File: src/rtl/z80bd_iord.sv
// Z80BD read-side I/O responder: mapper page read-back, status port and 16550 interrupt path.
// Define Z80BD_IM2_VECTOR_EN to drive INT_VECTOR during interrupt acknowledge (IM2).
module z80bd_iord #(
    parameter logic [7:0] MMAP_BASE  = 8'h10,
    parameter logic [7:0] STAT_PORT  = 8'h14,
    parameter logic [7:0] INT_VECTOR = 8'hFE
) (
    input  logic       CLK_24MHz,
    input  logic       RES,
    input  logic       IORQ,
    input  logic       RD,
    input  logic       M1,
    input  logic [7:0] A,
    input  logic [7:0] PAGE0,
    input  logic [7:0] PAGE1,
    input  logic [7:0] PAGE2,
    input  logic [7:0] PAGE3,
    input  logic       U_INT,
    output logic [7:0] D_OUT,
    output logic       D_OE,
    output logic       INT
);

    typedef enum logic [1:0] {
        IDLE    = 2'b00,
        DRIVE   = 2'b01,
        WAITEND = 2'b10
    } state_t;

    state_t      state, state_nx;
    logic        iorq_m, iorq_s, rd_m, rd_s, m1_m, m1_s;
    logic        uint_m, uint_s, uint_h;
    logic [1:0]  sync_ok;
    logic        armed;
    logic        int_pending;
    logic        rd_cyc, ack_cyc, idle_bus, uint_rise;
    logic [7:0]  page_off;
    logic        map_hit, stat_hit;
    logic [7:0]  rd_data;
    logic [7:0]  d_out_nx;
    logic        ack_take;

    always_ff @(negedge CLK_24MHz or negedge RES) begin
        if (!RES) begin
            iorq_m  <= 1'b1;
            iorq_s  <= 1'b1;
            rd_m    <= 1'b1;
            rd_s    <= 1'b1;
            m1_m    <= 1'b1;
            m1_s    <= 1'b1;
            uint_m  <= 1'b0;
            uint_s  <= 1'b0;
            uint_h  <= 1'b0;
            sync_ok <= '0;
        end else begin
            iorq_m  <= IORQ;
            iorq_s  <= iorq_m;
            rd_m    <= RD;
            rd_s    <= rd_m;
            m1_m    <= M1;
            m1_s    <= m1_m;
            uint_m  <= U_INT;
            uint_s  <= uint_m;
            uint_h  <= uint_s;
            sync_ok <= {sync_ok[0], 1'b1};
        end
    end

    assign rd_cyc    = !iorq_s && !rd_s && m1_s;
    assign ack_cyc   = !iorq_s && !m1_s;
    assign idle_bus  = iorq_s;
    assign uint_rise = uint_s && !uint_h;

    // Sync flops reset high, so IORQ only counts as seen high once they hold real pin samples;
    // this keeps a cycle already in progress across reset from being answered.
    always_ff @(negedge CLK_24MHz or negedge RES) begin
        if (!RES) begin
            armed <= 1'b0;
        end else if (sync_ok[1] && idle_bus) begin
            armed <= 1'b1;
        end
    end

    // Modulo-256 offset so the four mapper ports may wrap past FFh.
    assign page_off = A - MMAP_BASE;
    assign map_hit  = (page_off[7:2] == 6'd0);
    assign stat_hit = (A == STAT_PORT);

    always_comb begin
        rd_data = {uint_s, int_pending, 4'b0000, state};
        if (map_hit) begin
            case (page_off[1:0])
                2'd0:    rd_data = PAGE0;
                2'd1:    rd_data = PAGE1;
                2'd2:    rd_data = PAGE2;
                default: rd_data = PAGE3;
            endcase
        end
    end

    always_comb begin
        state_nx = state;
        d_out_nx = D_OUT;
        ack_take = 1'b0;
        case (state)
            IDLE: begin
                if (armed) begin
                    if (rd_cyc) begin
                        if (map_hit || stat_hit) begin
                            d_out_nx = rd_data;
                            state_nx = DRIVE;
                        end else begin
                            state_nx = WAITEND;
                        end
                    end else if (ack_cyc) begin
                        ack_take = 1'b1;
`ifdef Z80BD_IM2_VECTOR_EN
                        d_out_nx = INT_VECTOR;
                        state_nx = DRIVE;
`else
                        state_nx = WAITEND;
`endif
                    end
                end
            end
            DRIVE: begin
                if (idle_bus) state_nx = IDLE;
            end
            WAITEND: begin
                if (idle_bus) state_nx = IDLE;
            end
            default: state_nx = IDLE;
        endcase
    end

`ifndef Z80BD_IM2_VECTOR_EN
    logic unused_vector;
    assign unused_vector = ^INT_VECTOR;
`endif

    always_ff @(negedge CLK_24MHz or negedge RES) begin
        if (!RES) begin
            state <= IDLE;
            D_OUT <= '0;
            D_OE  <= 1'b0;
        end else begin
            state <= state_nx;
            D_OUT <= d_out_nx;
            D_OE  <= (state_nx == DRIVE);
        end
    end

    // A new request on the acknowledge edge must not be lost, so set has priority.
    always_ff @(negedge CLK_24MHz or negedge RES) begin
        if (!RES) begin
            int_pending <= 1'b0;
            INT         <= 1'b1;
        end else begin
            if (uint_rise) begin
                int_pending <= 1'b1;
            end else if (ack_take) begin
                int_pending <= 1'b0;
            end
            INT <= ~int_pending;
        end
    end

endmodule

File: config.mk
export PLATFORM = sky130hd
export DESIGN_NAME = z80bd_iord
export DESIGN_NICKNAME = d
export VERILOG_FILES = /design/src/rtl/z80bd_iord.sv
export SDC_FILE = /design/constraint.sdc
export NUM_CORES = 1
export LEC_CHECK = 0
export CAP_MARGIN = 0
export CORE_MARGIN = 10
export CORE_UTILIZATION = 40
export CTS_CLUSTER_SIZE = 12
export DETAILED_ROUTE_END_ITERATION = 12
export PLACE_DENSITY = 0.83
export SYNTH_ARGS = -nofsm -noshare
export SYNTH_HDL_FRONTEND = slang
export SYNTH_SLANG_ARGS = --single-unit
export TNS_END_PERCENT = 100
File: constraint.sdc
create_clock -name CLK_24MHz -period 2.8 [get_ports CLK_24MHz]
set_input_delay 0.28 -clock CLK_24MHz [delete_from_list [all_inputs] [get_ports CLK_24MHz]]
set_output_delay 0.28 -clock CLK_24MHz [all_outputs]
set_load 0.02 [all_outputs]
; After elaboration in Yosys (flattened, before gate mapping)
; Index checks and enable logic that the tools add are counted.
[totals]
register_bits = 25
latch_bits = 0
mem_bits_rw = 0
rom_bits = 0
inputBits = 46
out_inout_bits = 10
wordCells = 54
mem_count = 0
[classes]
addsub = 1
n_mul = 0
div = 0
n_lt_le_gt_ge = 0
n_eq_ne = 6
shift = 0
mux = 14
n_bitwise = 1
n_reduce_logical = 16
[ops]
columns = op, n
row1 = case mux 8 bit (3 select lines), 1
row2 = two-way mux 2 bit, 5
row3 = equality test 8 x 5 -> 1 bit (second input constant), 1
row4 = two-way mux 8 bit, 1
row5 = subtractor 8 x 5 -> 8 bit (second input constant), 1
row6 = equality test 2 x 1 -> 1 bit (second input constant), 3
row7 = logical NOT 6 bit, 1
row8 = two-way mux 1 bit, 6
row9 = logical AND 1 bit, 5
row10 = equality test 2 bit (second input constant), 2
row11 = logical NOT 1 bit, 4
row12 = logical NOT 2 bit, 2
row13 = case mux 2 bit (2 select lines), 1
row14 = AND reduction 4 bit, 1
row15 = nonzero test 2 bit, 1
row16 = OR reduction 2 bit, 1
row17 = logical OR 1 bit, 1
row18 = NOT 1 bit, 1

; Logic depth before layout (Yosys ltp)
; Gate-level depths: netlist of the first run.
[depth]
word_depth = 8
mapped_depth = 7
mapped_depth_nobuf = 6

==> results of run 1 <==
state kept, by name, indices dropped and copies added (netlist names):
| name | flops |
|---|---|
| D_OE | 1 |
| uint_s | 1 |
| idle_bus | 1 |
| uint_h | 1 |
| INT | 1 |
| state | 2 |
| rd_s | 1 |
| m1_s | 1 |
| rd_m | 1 |
| sync_ok | 2 |
| int_pending | 1 |
| m1_m | 1 |
| iorq_m | 1 |
| uint_m | 1 |
| armed | 1 |
| D_OUT | 8 |
synthesized netlist by cell type (all sizes together), types with 2 or more instances:
| cell | number |
|---|---|
| and3b | 2 |
| buf | 3 |
| dfrtn | 18 |
| dfstp | 7 |
| ha | 2 |
| inv | 5 |
| mux4 | 8 |
| nand2 | 11 |
| nand2b | 2 |
| nand3 | 5 |
| nand4 | 4 |
| nor2 | 10 |
| nor4b | 2 |
| o21ai | 3 |
| o22ai | 4 |
per-stage QoR:
stage,util (%),power [mW]
4_1_cts,64.6,0.885
6_report,64.9,0.880
5_1_grt,64.9,0.935
2_1_floorplan,-,0.558
3_3_place_gp,62.9,0.675
3_5_place_dp,62.9,0.690
layout make-up:
type                       count  area, µm²
fill                         227       1050
inverter                       4       15.0
multi-input combinational     66        584
clock buffer                   3       22.5
sequential                    25        634
timing repair buffer          65        613
tap                           33       41.3
clock inverter                 8       37.5
cells by family (layout without fill, tap and decap cells):
group | Yosys count | in the layout | synth area share (%)
buf+inv | 8 | 80 | 3.94
flops | 25 | 25 | 51.2
compound gates | 11 | 11 | 7.58
mux | 8 | 8 | 14.5
simple gates | 44 | 44 | 20.4
other cells | 1 | 1 | 0.303
fa+ha+maj | 2 | 2 | 2.02
where the power goes:
| part | internal (mW) | leakage, nW | switching [mW] |
|---|---|---|---|
| logic | 0.128 | 0.542 | 0.101 |
| registers | 0.400 | 0.302 | 0.0273 |
| clock network | 0.0741 | 0.0571 | 0.150 |
what timing repair did:
action / in CTS / in global routing
setup buffers: 0 / 0
setup endpoints to repair: 14 / 18
resized for setup: 24 / 15
pin swaps: 5 / 3
path summary, 6_finish.rpt:
kind | end | depth (start not counted) | start | slack [ps]
setup / recovery | D_OUT[5] | 1 | D_OUT[5]$_DFFE_NN0P_ | 50
hold / removal | uint_s$_DFF_NN0_ | 0 | uint_m$_DFF_NN0_ | 300
setup reg to reg | state[0]$_DFF_NN0_ | 7 | state[0]$_DFF_NN0_ | 1050
hold reg to reg | uint_s$_DFF_NN0_ | 0 | uint_m$_DFF_NN0_ | 300
max in group asynchronous | INT$_DFF_NN1_ | 2 | RES | 930
min in group asynchronous | int_pending$_DFFE_NN0P_ | 2 | RES | 1570
metal layers:
layer | vias to the layer above | track usage, % | wire (µm) | share of wire [%]
li1 | 504 | - | - | -
met5 | - | 0 | 0 | 0
met3 | 4 | 5.08 | 284 | 7.9
met1 | 507 | 14.8 | 1340 | 37
met2 | 38 | 23.9 | 1950 | 54
met4 | 0 | 2.47 | 20 | 0.56
==> out/results.txt, run 1 <==
area delta synth->final: 57.3%
Peak VDD IR: 366 µV
Post-DP Area: 1890 µm²
via/cell ratio: 5.16
kind of critical path: reg2out
Routed Antenna Nets: 0
worst-path maximum fanout: 2
die footprint: 5720 µm²
commonest non-fill, non-tap cells in the layout: clkdlybuf4s50_1, dfrtn_1, inv_1, nand2_1, nor2_1
initial antenna violation count: 0
DRT Pass-1 Iters: 4
fin cells: 204
Power Dens Cells: 452 nW/µm²
Num CTS Buffers: 3
initial core utilization: 41.3%
post-synth top area cell: dfrtn_1
Post-synth top flop: dfrtn_1
Critical Path AT: 2470 ps
Pleak: 0.901 nW
vias in the first global route: 1243
routability-driven placement congestion ratio: 0.932
worst-case clock skew: 91.2 ps
Synth async-reset ratio: 100%
CP required: 2520 ps
Cells after DPL: 194
TNS Setup: 0 ps
largest net degree at the start of global routing: 26
RSZ-0062 raised after global routing: false
# diodes: 0
number of enable flip-flop cells after synthesis: 0
syn_nets: 147
Netlist Area Pre-Place: 1240 µm²
count of final setup violators: 0
dpl ws: -416 ps
final instance area: 1950 µm²
top cell type's share of synthesized area: 36.4%
H-tree depth: 1
WHS: 297 ps
first-pass GRT wire length: 5870 µm
Vias: 1053
most common cell after layout, fill and taps aside: clkdlybuf4s50_1
CTS tree: done
Clock Path Buffers: 2
Worst-path clk slew: 100 ps
chip width: 75.7 µm
CTS Hold Bufs: 0
crit path launch type: flip-flop
IO buf count: 55
Cells after Synth: 99
routed len/inst: 17.6 µm
Final WS setup: 50.5 ps
count of different cell masters after synthesis: 31
I/O pins: 56
CORE AREA: 3000 µm²
slowest stage delay, CP: 440 ps
outcome: completed
critical path's top delay family: flip-flops
Fin. Hold Viols: 0
CTS Root Cell: clkbuf_4
Slew Limit Fails: 0
layout cells sized above 1: 25.7%
synthesized area per cell: 12.5 µm²
DP Wirelength: 3070 µm
DR DRC count: 0
Syn. warnings: 0
crit path buf inv count: 1
GRT overflow: 0
DRT Wirelength: 3600 µm
fin nets: 220
DIE HEIGHT: 75.7 µm
register area share after synthesis: 51.2%
Critical Path Slowest Stage Cell: dfrtn_1
Max Cap Violations: 0
CP Cell Sequence: clkdlybuf4s15_1
CTS sink count: 25
hold crit path type: reg2reg
synth top area cells: dfrtn_1, dfstp_2, mux4_2
DRT iter0 DRCs: 57
Skew-Pair Late Insertion Delay: 410 ps
Setup crit end kind: output pin
Site Rows: 20
#FFs+latches synth: 25
GRT Total Usage: 13.4%
(Power assumes the default switching activity.)
==> run 2, diff against run 1 <==
--- a/config.mk
+++ b/config.mk
@@ -6,11 +6,13 @@
 export NUM_CORES = 1
 export LEC_CHECK = 0
 export CAP_MARGIN = 0
+export CELL_PAD_IN_SITES_DETAIL_PLACEMENT = 0
+export CELL_PAD_IN_SITES_GLOBAL_PLACEMENT = 2
 export CORE_MARGIN = 10
-export CORE_UTILIZATION = 40
+export CORE_UTILIZATION = 27
 export CTS_CLUSTER_SIZE = 12
 export DETAILED_ROUTE_END_ITERATION = 12
-export PLACE_DENSITY = 0.83
+export PLACE_DENSITY = 0.89
 export SYNTH_ARGS = -nofsm -noshare
 export SYNTH_HDL_FRONTEND = slang
 export SYNTH_SLANG_ARGS = --single-unit
==> run 2 against run 1 <==
Clock skew down 28 ps. Global-route usage down 4.5 points. Routed wire length down 4.4%. Critical endpoint is now D_OUT[6]. Critical path type unchanged. Highest routed layer unchanged. Total power up 6.1%. Via count up 0.28%. Core utilization down 18 points. Combinational power about the same.
==> out/results.txt, run 2 (same netlist as run 1, synthesis figures left out) <==
chip width: 87.7 µm (was 75.7 µm)
DRT Pass-1 Iters: 4 (unchanged)
Worst-path clk slew: 70 ps (was 100 ps)
Worst Hold End: uint_s$_DFF_NN0_ (unchanged)
Critical Path Slowest Stage Cell: dfrtn_1 (unchanged)
via/cell ratio: 4.74 (was 5.16)
Most Crowded Layer GR: met2 (unchanged)
die footprint: 7700 µm² (was 5720 µm²)
area delta synth->final: 64.6% (was 57.3%)
met3 global-route usage: 4.55% (was 5.08%)
fin cells: 223 (was 204)
number of flip-flops under the largest register name: 8 (unchanged)
DRT Wirelength: 3440 µm (was 3600 µm)
slowest stage delay, CP: 430 ps (was 440 ps)
Cells after DPL: 212 (was 194)
Setup crit end kind: output pin (unchanged)
H-tree depth: 1 (unchanged)
GRT Total Usage: 8.88% (was 13.4%)
most common cell after layout, fill and taps aside: clkdlybuf4s50_1 (unchanged)
DR DRC count: 0 (unchanged)
Power Dens Cells: 458 nW/µm² (was 452 nW/µm²)
setup bufs post-CTS: 0 (unchanged)
Vias: 1056 (was 1053)
biggest regs: D_OUT: 8 flops, state: 2 flops, sync_ok: 2 flops (unchanged)
routability-driven placement congestion ratio: 0.795 (was 0.932)
crit path launch type: flip-flop (unchanged)
CTS Root Cell: clkbuf_8 (was clkbuf_4)
CTS Hold Bufs: 0 (unchanged)
CTS sink count: 25 (unchanged)
layout cells sized above 1: 22.2% (was 25.7%)
RSZ-0062 raised after global routing: false (unchanged)
WHS Path Cells: 0 (unchanged)
CORE AREA: 4380 µm² (was 3000 µm²)
R2R depth: 7 (unchanged)
DIE HEIGHT: 87.7 µm (was 75.7 µm)
Pleak: 0.963 nW (was 0.901 nW)
Clock Path Buffers: 2 (unchanged)
Routed Antenna Nets: 0 (unchanged)
largest net degree at the start of global routing: 26 (unchanged)
Max Cap Violations: 0 (unchanged)
Site Rows: 24 (was 20)
worst hold start: uint_m$_DFF_NN0_ (unchanged)
hold crit path type: reg2reg (unchanged)
Reg-to-Reg Start: state[0]$_DFF_NN0_ (unchanged)
CTS tree: done (unchanged)
met2 track utilization from global routing: 13.4% (was 23.9%)
vias in the first global route: 1154 (was 1243)
Peak VDD IR: 227 µV (was 366 µV)
count of final setup violators: 0 (unchanged)
critical path's top delay family: flip-flops (unchanged)
Slew Limit Fails: 0 (unchanged)
worst-path maximum fanout: 2 (unchanged)
RR Endpoint: state[0]$_DFF_NN0_ (unchanged)
commonest non-fill, non-tap cells in the layout: clkdlybuf4s50_1, dfrtn_1, dlygate4sd2_1 (was clkdlybuf4s50_1, dfrtn_1, inv_1, nand2_1, nor2_1)
kind of critical path: reg2out (unchanged)
Power Total: 0.933 mW (was 0.880 mW)
initial core utilization: 28.3% (was 41.3%)
Fin. Hold Viols: 0 (unchanged)
first-pass GRT wire length: 5600 µm (was 5870 µm)
IO buf count: 55 (unchanged)
routed len/inst: 15.4 µm (was 17.6 µm)
DRT iter0 DRCs: 44 (was 57)
Critical Path AT: 2460 ps (was 2470 ps)
worst-case clock skew: 63.1 ps (was 91.2 ps)
R2R Setup Slk: 1060 ps (was 1050 ps)
DP Wirelength: 2930 µm (was 3070 µm)
fin nets: 220 (unchanged)
Biggest register: D_OUT (unchanged)
Crit. Startpoint: D_OUT[6]$_DFFE_NN0P_ (was D_OUT[5]$_DFFE_NN0P_)
CP required: 2520 ps (about the same)
I/O pins: 56 (unchanged)
dpl ws: -474 ps (was -416 ps)
grt met1 use: 11.3% (was 14.8%)
Num CTS Buffers: 3 (unchanged)
WHS: 296 ps (was 297 ps)
initial antenna violation count: 0 (unchanged)
CP Cell Sequence: dlygate4sd2_1 (was clkdlybuf4s15_1)
Skew-Pair Late Insertion Delay: 340 ps (was 410 ps)
outcome: completed (unchanged)
GRT overflow: 0 (unchanged)
Final WS setup: 61.0 ps (was 50.5 ps)
Layout fillers: 390 (was 227)
# diodes: 0 (unchanged)
crit path buf inv count: 1 (unchanged)
run 2: cell types whose count changed in the layout (fill, tap and decap cells not counted), moves of 3 or more:
cell             delta
dlygate4sd2_1       +6
clkbuf_2            -4
clkdlybuf4s15_1     -3
clkbuf_8            +3
clkbuf_4            -3
run 2: area by class of cell:
class | instances | area (µm²) | share of cell area, %
tap | 52 | 65.1 | 3.19
sequential | 25 | 634 | 31.1
clock buffer | 3 | 41.3 | 2.02
timing repair buffer | 65 | 662 | 32.5
inverter | 4 | 15.0 | 0.736
multi-input combinational | 66 | 584 | 28.7
clock inverter | 8 | 37.5 | 1.84
run 2: metal layers:
metal  routed length, µm  up-vias  part of all wire [%]
li1                    -      505                     -
met2                1570       44                    46
met5                   0        -                     0
met4                  14        0                  0.41
met3                 373        3                    11
met1                1480      504                    43
run 2: worst max-delay path by stage:
stage / endpoint / slack [ps] / cells after the start
floorplan: D_OUT[1]$_DFFE_NN0P_ / 140 / 4
global placement: D_OUT[1]$_DFFE_NN0P_ / -390 / 5
detailed placement: D_OUT[6]$_DFFE_NN0P_ / -470 / 6
CTS: state[1]$_DFF_NN0_ / 0.6 / 5
global route: D_OUT[1] / 10 / 1
finish: D_OUT[6] / 60 / 1
run 2: power breakdown:
group	internal, mW	switching (mW)	leakage, nW
sequential	0.401	0.0255	0.302
combinational	0.136	0.0964	0.596
clock	0.120	0.155	0.0649
run 2: timing repair:
action,4_1_cts,5_1_grt
hold endpoints to repair,0,0
gates resized for setup,19,7
cloned,1,0
endpoints found under the setup margin,21,10
pin swaps,6,7
run 2: through the flow:
| stage | cell area, µm² | util (%) | TNS [ps] |
|---|---|---|---|
| after floorplan | 1240 | - | 0 |
| after CTS | 2010 | 45.8 | 0 |
| final | 2040 | 46.5 | 0 |
| after global placement | 1920 | 43.7 | -3800 |
| after detailed placement | 1920 | 43.7 | -4230 |
| after global routing | 2040 | 46.5 | 0 |
==> run 3, diff against run 2 <==
--- a/config.mk
+++ b/config.mk
@@ -13,6 +13,7 @@
 export CTS_CLUSTER_SIZE = 12
 export DETAILED_ROUTE_END_ITERATION = 12
 export PLACE_DENSITY = 0.89
+export SKIP_LAST_GASP = 1
 export SYNTH_ARGS = -nofsm -noshare
 export SYNTH_HDL_FRONTEND = slang
 export SYNTH_SLANG_ARGS = --single-unit
==> run 3 against run 2 <==
Sequential power about the same. Critical endpoint unchanged. Largest cell class unchanged. Core utilization unchanged. Cell area unchanged. Critical path depth unchanged.
==> out/results.txt, run 3 (same netlist as run 1, synthesis figures left out) <==
die footprint: 7700 µm² (unchanged)
Site Rows: 24 (unchanged)
CP required: 2520 ps (about the same)
Peak VDD IR: 227 µV (about the same)
area of the multi-input gates: 584 µm² (unchanged)
CORE AREA: 4380 µm² (unchanged)
initial core utilization: 28.3% (unchanged)
count of final setup violators: 0 (unchanged)
DRT Pass-1 Iters: 4 (unchanged)
CTS tree: done (unchanged)
first-pass GRT wire length: 5600 µm (unchanged)
DIE HEIGHT: 87.7 µm (unchanged)
slowest stage delay, CP: 430 ps (about the same)
RSZ-0062 raised after global routing: false (unchanged)
GRT Total Usage: 8.88% (unchanged)
Biggest register: D_OUT (unchanged)
worst-case clock skew: 63.1 ps (about the same)
WHS: 296 ps (about the same)
CTS sink count: 25 (unchanged)
Layout fillers: 390 (unchanged)
Num CTS Buffers: 3 (unchanged)
Int Pwr: 0.657 mW (about the same)
DRT iter0 DRCs: 38 (was 44)
GRT overflow: 0 (unchanged)
routed len/inst: 15.5 µm (was 15.4 µm)
Slew Limit Fails: 0 (unchanged)
most common cell after layout, fill and taps aside: clkdlybuf4s50_1 (unchanged)
Max Cap Violations: 0 (unchanged)
number of flip-flops under the largest register name: 8 (unchanged)
fin cells: 223 (unchanged)
Final WS setup: 61.1 ps (was 61.0 ps)
DR DRC count: 0 (unchanged)
kind of critical path: reg2out (unchanged)
Reg power frac: 45.6% (about the same)
critical path's top delay family: flip-flops (unchanged)
Sequential Area: 634 µm² (unchanged)
crit path launch type: flip-flop (unchanged)
IO buf count: 55 (unchanged)
DP Wirelength: 2930 µm (unchanged)
biggest regs: D_OUT: 8 flops, state: 2 flops, sync_ok: 2 flops (unchanged)
commonest non-fill, non-tap cells in the layout: clkdlybuf4s50_1, dfrtn_1, dlygate4sd2_1 (unchanged)
vias in the first global route: 1154 (unchanged)
outcome: completed (unchanged)
Clock Path Buffers: 2 (unchanged)
routability-driven placement congestion ratio: 0.795 (unchanged)
Skew-Pair Late Insertion Delay: 340 ps (about the same)
Vias: 1055 (was 1056)
# diodes: 0 (unchanged)
I/O pins: 56 (unchanged)
Cells after DPL: 212 (unchanged)
CP Cell Sequence: dlygate4sd2_1 (unchanged)
via/cell ratio: 4.73 (was 4.74)
combinational share of power: 24.9% (about the same)
crit path buf inv count: 1 (unchanged)
fin nets: 220 (unchanged)
chip width: 87.7 µm (unchanged)
largest net degree at the start of global routing: 26 (unchanged)
Worst-path clk slew: 70 ps (about the same)
Power Dens Cells: 458 nW/µm² (about the same)
setup bufs post-CTS: 0 (unchanged)
H-tree depth: 1 (unchanged)
area delta synth->final: 64.6% (unchanged)
Setup crit end kind: output pin (unchanged)
DRT Wirelength: 3450 µm (was 3440 µm)
sw frac: 29.6% (about the same)
layout cells sized above 1: 22.2% (unchanged)
share of total power in the clock network: 29.5% (about the same)
switching component of the power: 0.277 mW (was 0.276 mW)
initial antenna violation count: 0 (unchanged)
worst-path maximum fanout: 2 (unchanged)
CTS Root Cell: clkbuf_8 (unchanged)
CTS Hold Bufs: 0 (unchanged)
Power Total: 0.934 mW (was 0.933 mW)
Fin. Hold Viols: 0 (unchanged)
Critical Path AT: 2460 ps (about the same)
dpl ws: -474 ps (unchanged)
Pleak: 0.962 nW (was 0.963 nW)
hold crit path type: reg2reg (unchanged)
Final Util: 46.5% (unchanged)
Routed Antenna Nets: 0 (unchanged)
Critical Path Slowest Stage Cell: dfrtn_1 (unchanged)
## run 3: cell count changes in the layout (fill, tap and decap cells not counted), sizes merged
cell    previous run  this run
buf               10         9
clkbuf             3         4
## run 3: worst paths after layout
| path | start | end | slack, ps | cells after the start |
|---|---|---|---|---|
| setup / recovery | D_OUT[6]$_DFFE_NN0P_ | D_OUT[6] | 60 | 1 |
| hold / removal | uint_m$_DFF_NN0_ | uint_s$_DFF_NN0_ | 300 | 0 |
| setup reg to reg | state[0]$_DFF_NN0_ | state[0]$_DFF_NN0_ | 1060 | 7 |
| hold reg to reg | uint_m$_DFF_NN0_ | uint_s$_DFF_NN0_ | 300 | 0 |
| max in group asynchronous | RES | m1_s$_DFF_NN1_ | 880 | 2 |
| min in group asynchronous | RES | sync_ok[1]$_DFF_NN0_ | 1620 | 2 |
## run 3: metrics by stage
stage / TNS [ps] / instance area [µm²]
3_3_place_gp: -3800 / 1920
2_1_floorplan: 0 / 1240
4_1_cts: -80.1 / 2010
6_report: 0 / 2040
3_5_place_dp: -4230 / 1920
5_1_grt: 0 / 2040
## run 3: timing repair
action                     in CTS  in global routing
pin swaps                       6                  6
gates resized for setup        16                  9
cloned                          1                  0
setup endpoints to repair      21                 11
## run 3: layout make-up
class	count	area share [%]
Clock inverter	8	1.84
Multi-Input combinational cell	66	28.7
Clock buffer	3	2.02
Inverter	4	0.736
Timing Repair Buffer	65	32.5
Tap cell	52	3.19
Sequential cell	25	31.1
## run 3: routing by layer
metal | wire length [µm] | GRT usage [%]
met4 | 14 | 1.30
met5 | 0 | 0
met2 | 1570 | 13.4
met3 | 372 | 4.55
met1 | 1490 | 11.3
## run 3: worst register-to-register path, delay by kind of cell, from the launching register on
kind	cells	cell delay, ps
AND/OR/NAND/NOR	3	490
flip-flops	1	500
buffers and inverters	2	220
adder cells (fa/ha/maj)	1	230
AO/OA/AOI/OAI	1	160
## run 3: power by group through the flow
stage | clock (mW) | sequential, mW | combinational [mW]
final | 0.275 | 0.426 | 0.232
after floorplan | 0.0177 | 0.436 | 0.104
after global routing | 0.313 | 0.430 | 0.254
after detailed placement | 0.0177 | 0.431 | 0.236
after CTS | 0.285 | 0.426 | 0.234
after global placement | 0.0177 | 0.430 | 0.233
==> patch (settings of run 3) <==
The option `Z80BD_IM2_VECTOR_EN` is turned on by a define.
--- a/src/rtl/z80bd_iord.sv
+++ b/src/rtl/z80bd_iord.sv
@@ -1,5 +1,7 @@
 // Z80BD read-side I/O responder: mapper page read-back, status port and 16550 interrupt path.
 // Define Z80BD_IM2_VECTOR_EN to drive INT_VECTOR during interrupt acknowledge (IM2).
+`define Z80BD_IM2_VECTOR_EN
+
 module z80bd_iord #(
     parameter logic [7:0] MMAP_BASE  = 8'h10,
     parameter logic [7:0] STAT_PORT  = 8'h14,
Check against the original RTL: not equivalent (Yosys sat finds a counterexample within 10 cycles, from zero or initial values).
==> patch against run 3 <==
The run now ends with negative setup slack left. Cell area rose by 0.37%. Routed wire length rose by 5.8%. Total power rose by 21%. Non-clock buffer count rose by 3. Critical path depth rose by 4. Sequential cell count did not move. Setup slack got worse by 290 ps. Synthesized area rose by 1.8%.
==> patch: results (changes against run 3) <==
GRT Residual Overflow 0 (unchanged); sequential area share after synthesis 0.503 (was 0.512); Post-DP HPWL 3.11 mm (was 2.93 mm); antenna cells 0 (unchanged); CTS buffer count 3 (unchanged); Iter 0 DRT Violations 81 (was 38); final setup violating endpoints 10 (was 0); maximum fanout along the worst path 8 (was 2); final setup margin -228 ps (was 61.1 ps); gr usage total 0.0990 (was 0.0888); Hold Path Class reg -> reg (unchanged); failing checks negative setup slack; Largest regs D_OUT (8), state (2), sync_ok (2) (unchanged); Slowest Stage Delay on Critical Path 550 ps (was 430 ps); worst vdd ir 0.000302 V (was 0.000227 V); routed vias 1052 (was 1055); Routed WL 3.65 mm (was 3.45 mm); vias in the first global route 1221 (was 1154); Synth cell types 29 (was 31); FF-to-FF End D_OE (was state[0]); NumNets Final 223 (was 220); pin count of the biggest net entering global routing 26 (unchanged); first-pass GRT wire length 6.01 mm (was 5.60 mm); ranking of synthesized cells by area dfrtn_1 36%, dfstp_2 15%, mux4_2 14% (was dfrtn_1 36%, dfstp_2 15%, mux4_2 15%); Reg-to-Reg Start state[0] (unchanged); Register-to-Register Setup Slack 1130 ps (was 1060 ps); gpl congestion 0.816 (was 0.795); syn nets 146 (was 147); CTS max path bufs 2 (unchanged); Final Skew 56.3 ps (was 63.1 ps); post-place setup slack -921 ps (was -474 ps); WP data arrival 1760 ps (was 2460 ps); Pleak 0.830 nW (was 0.962 nW); Final Cell Area 2050 um^2 (was 2040 um^2); syn_area_per_cell 12.9 um^2 (was 12.5 um^2); Post-DP Area 1960 um^2 (was 1920 um^2); CP delay by family, top simple AND/OR/NAND/NOR gates (was flip-flops); outcome finished with violations (was finished clean); CTS clock-pin slew for the worst setup and hold paths 60 ps; Commonest cells post-synth 18 x dfrtn_1, 11 x nand3_1, 8 x mux4_2 (was 18 x dfrtn_1, 11 x nand2_1, 10 x nor2_1, 8 x mux4_2, 7 x dfstp_2); Worst Reg-to-Reg Cells 6 (was 7); critical path's slowest cell or4b_4 (was dfrtn_1); Wirelength per Cell 16.1 um (was 15.5 um); synth warn 0 (unchanged); fillcell total 422 (was 390); Placed Cells incl. Taps 213 (was 212); drt pass-1 iters 4 (unchanged); share of cells above drive strength 1 0.293 (was 0.222)
==> patch: area by class of cell <==
class | count | share of cell area
repair buffers | 68 | 0.314
flip-flops and latches | 25 | 0.310
multi-input cells | 65 | 0.298
well taps | 52 | 0.0318
clock buffers | 3 | 0.0202
clock inverters | 8 | 0.0171
inverters | 5 | 0.00917
==> patch: kinds of logic after synthesis <==
logic type	Yosys count	synth area share
adders and majority gates	2	0.0198
DFF	25	0.503
other	1	0.00297
and+or+nand+nor	31	0.149
buffers and inverters	8	0.0238
muxes	15	0.205
AOI/OAI and AO/OA	16	0.0962
==> patch: per-stage QoR <==
stage               setup TNS (ps)  hold slack (ps)
floorplan                    -3720              292
global placement             -9010              294
detailed placement           -9360              302
CTS                          -1670              302
global route                 -1980              307
finish                       -1700              298
==> patch: worst max-delay path by stage <==
| stage | from | endpoint | slack (ps) |
|---|---|---|---|
| after CTS | A[7] | D_OUT[5] | -230 |
| after detailed placement | A[5] | D_OUT[5] | -920 |
| after global placement | A[5] | D_OUT[2] | -870 |
| after global routing | A[7] | D_OUT[5] | -250 |
| after floorplan | A[5] | D_OUT[1] | -430 |
| final | A[7] | D_OUT[5] | -230 |
==> patch: metal layers <==
layer	wire length [um]	vias up	part of all wire	track usage
li1	-	518	-	-
met1	1350	515	0.37	0.0990
met2	2110	17	0.58	0.196
met3	164	2	0.045	0.0340
met4	34	0	0.0093	0.0117
met5	0	-	0	0
==> patch: what timing repair did <==
action | CTS | global route
setup buffers | 4 | 1
hold buffers | 0 | 0
endpoints found under the setup margin | 21 | 12
pin swaps | 6 | 3
resized for setup | 35 | 5
==> patch: where the power goes <==
part	internal [W]	total [W]	switching, W
combinational	0.000216	0.000404	0.000189
clock	0.000115	0.000252	0.000137
sequential	0.000438	0.000478	0.0000401
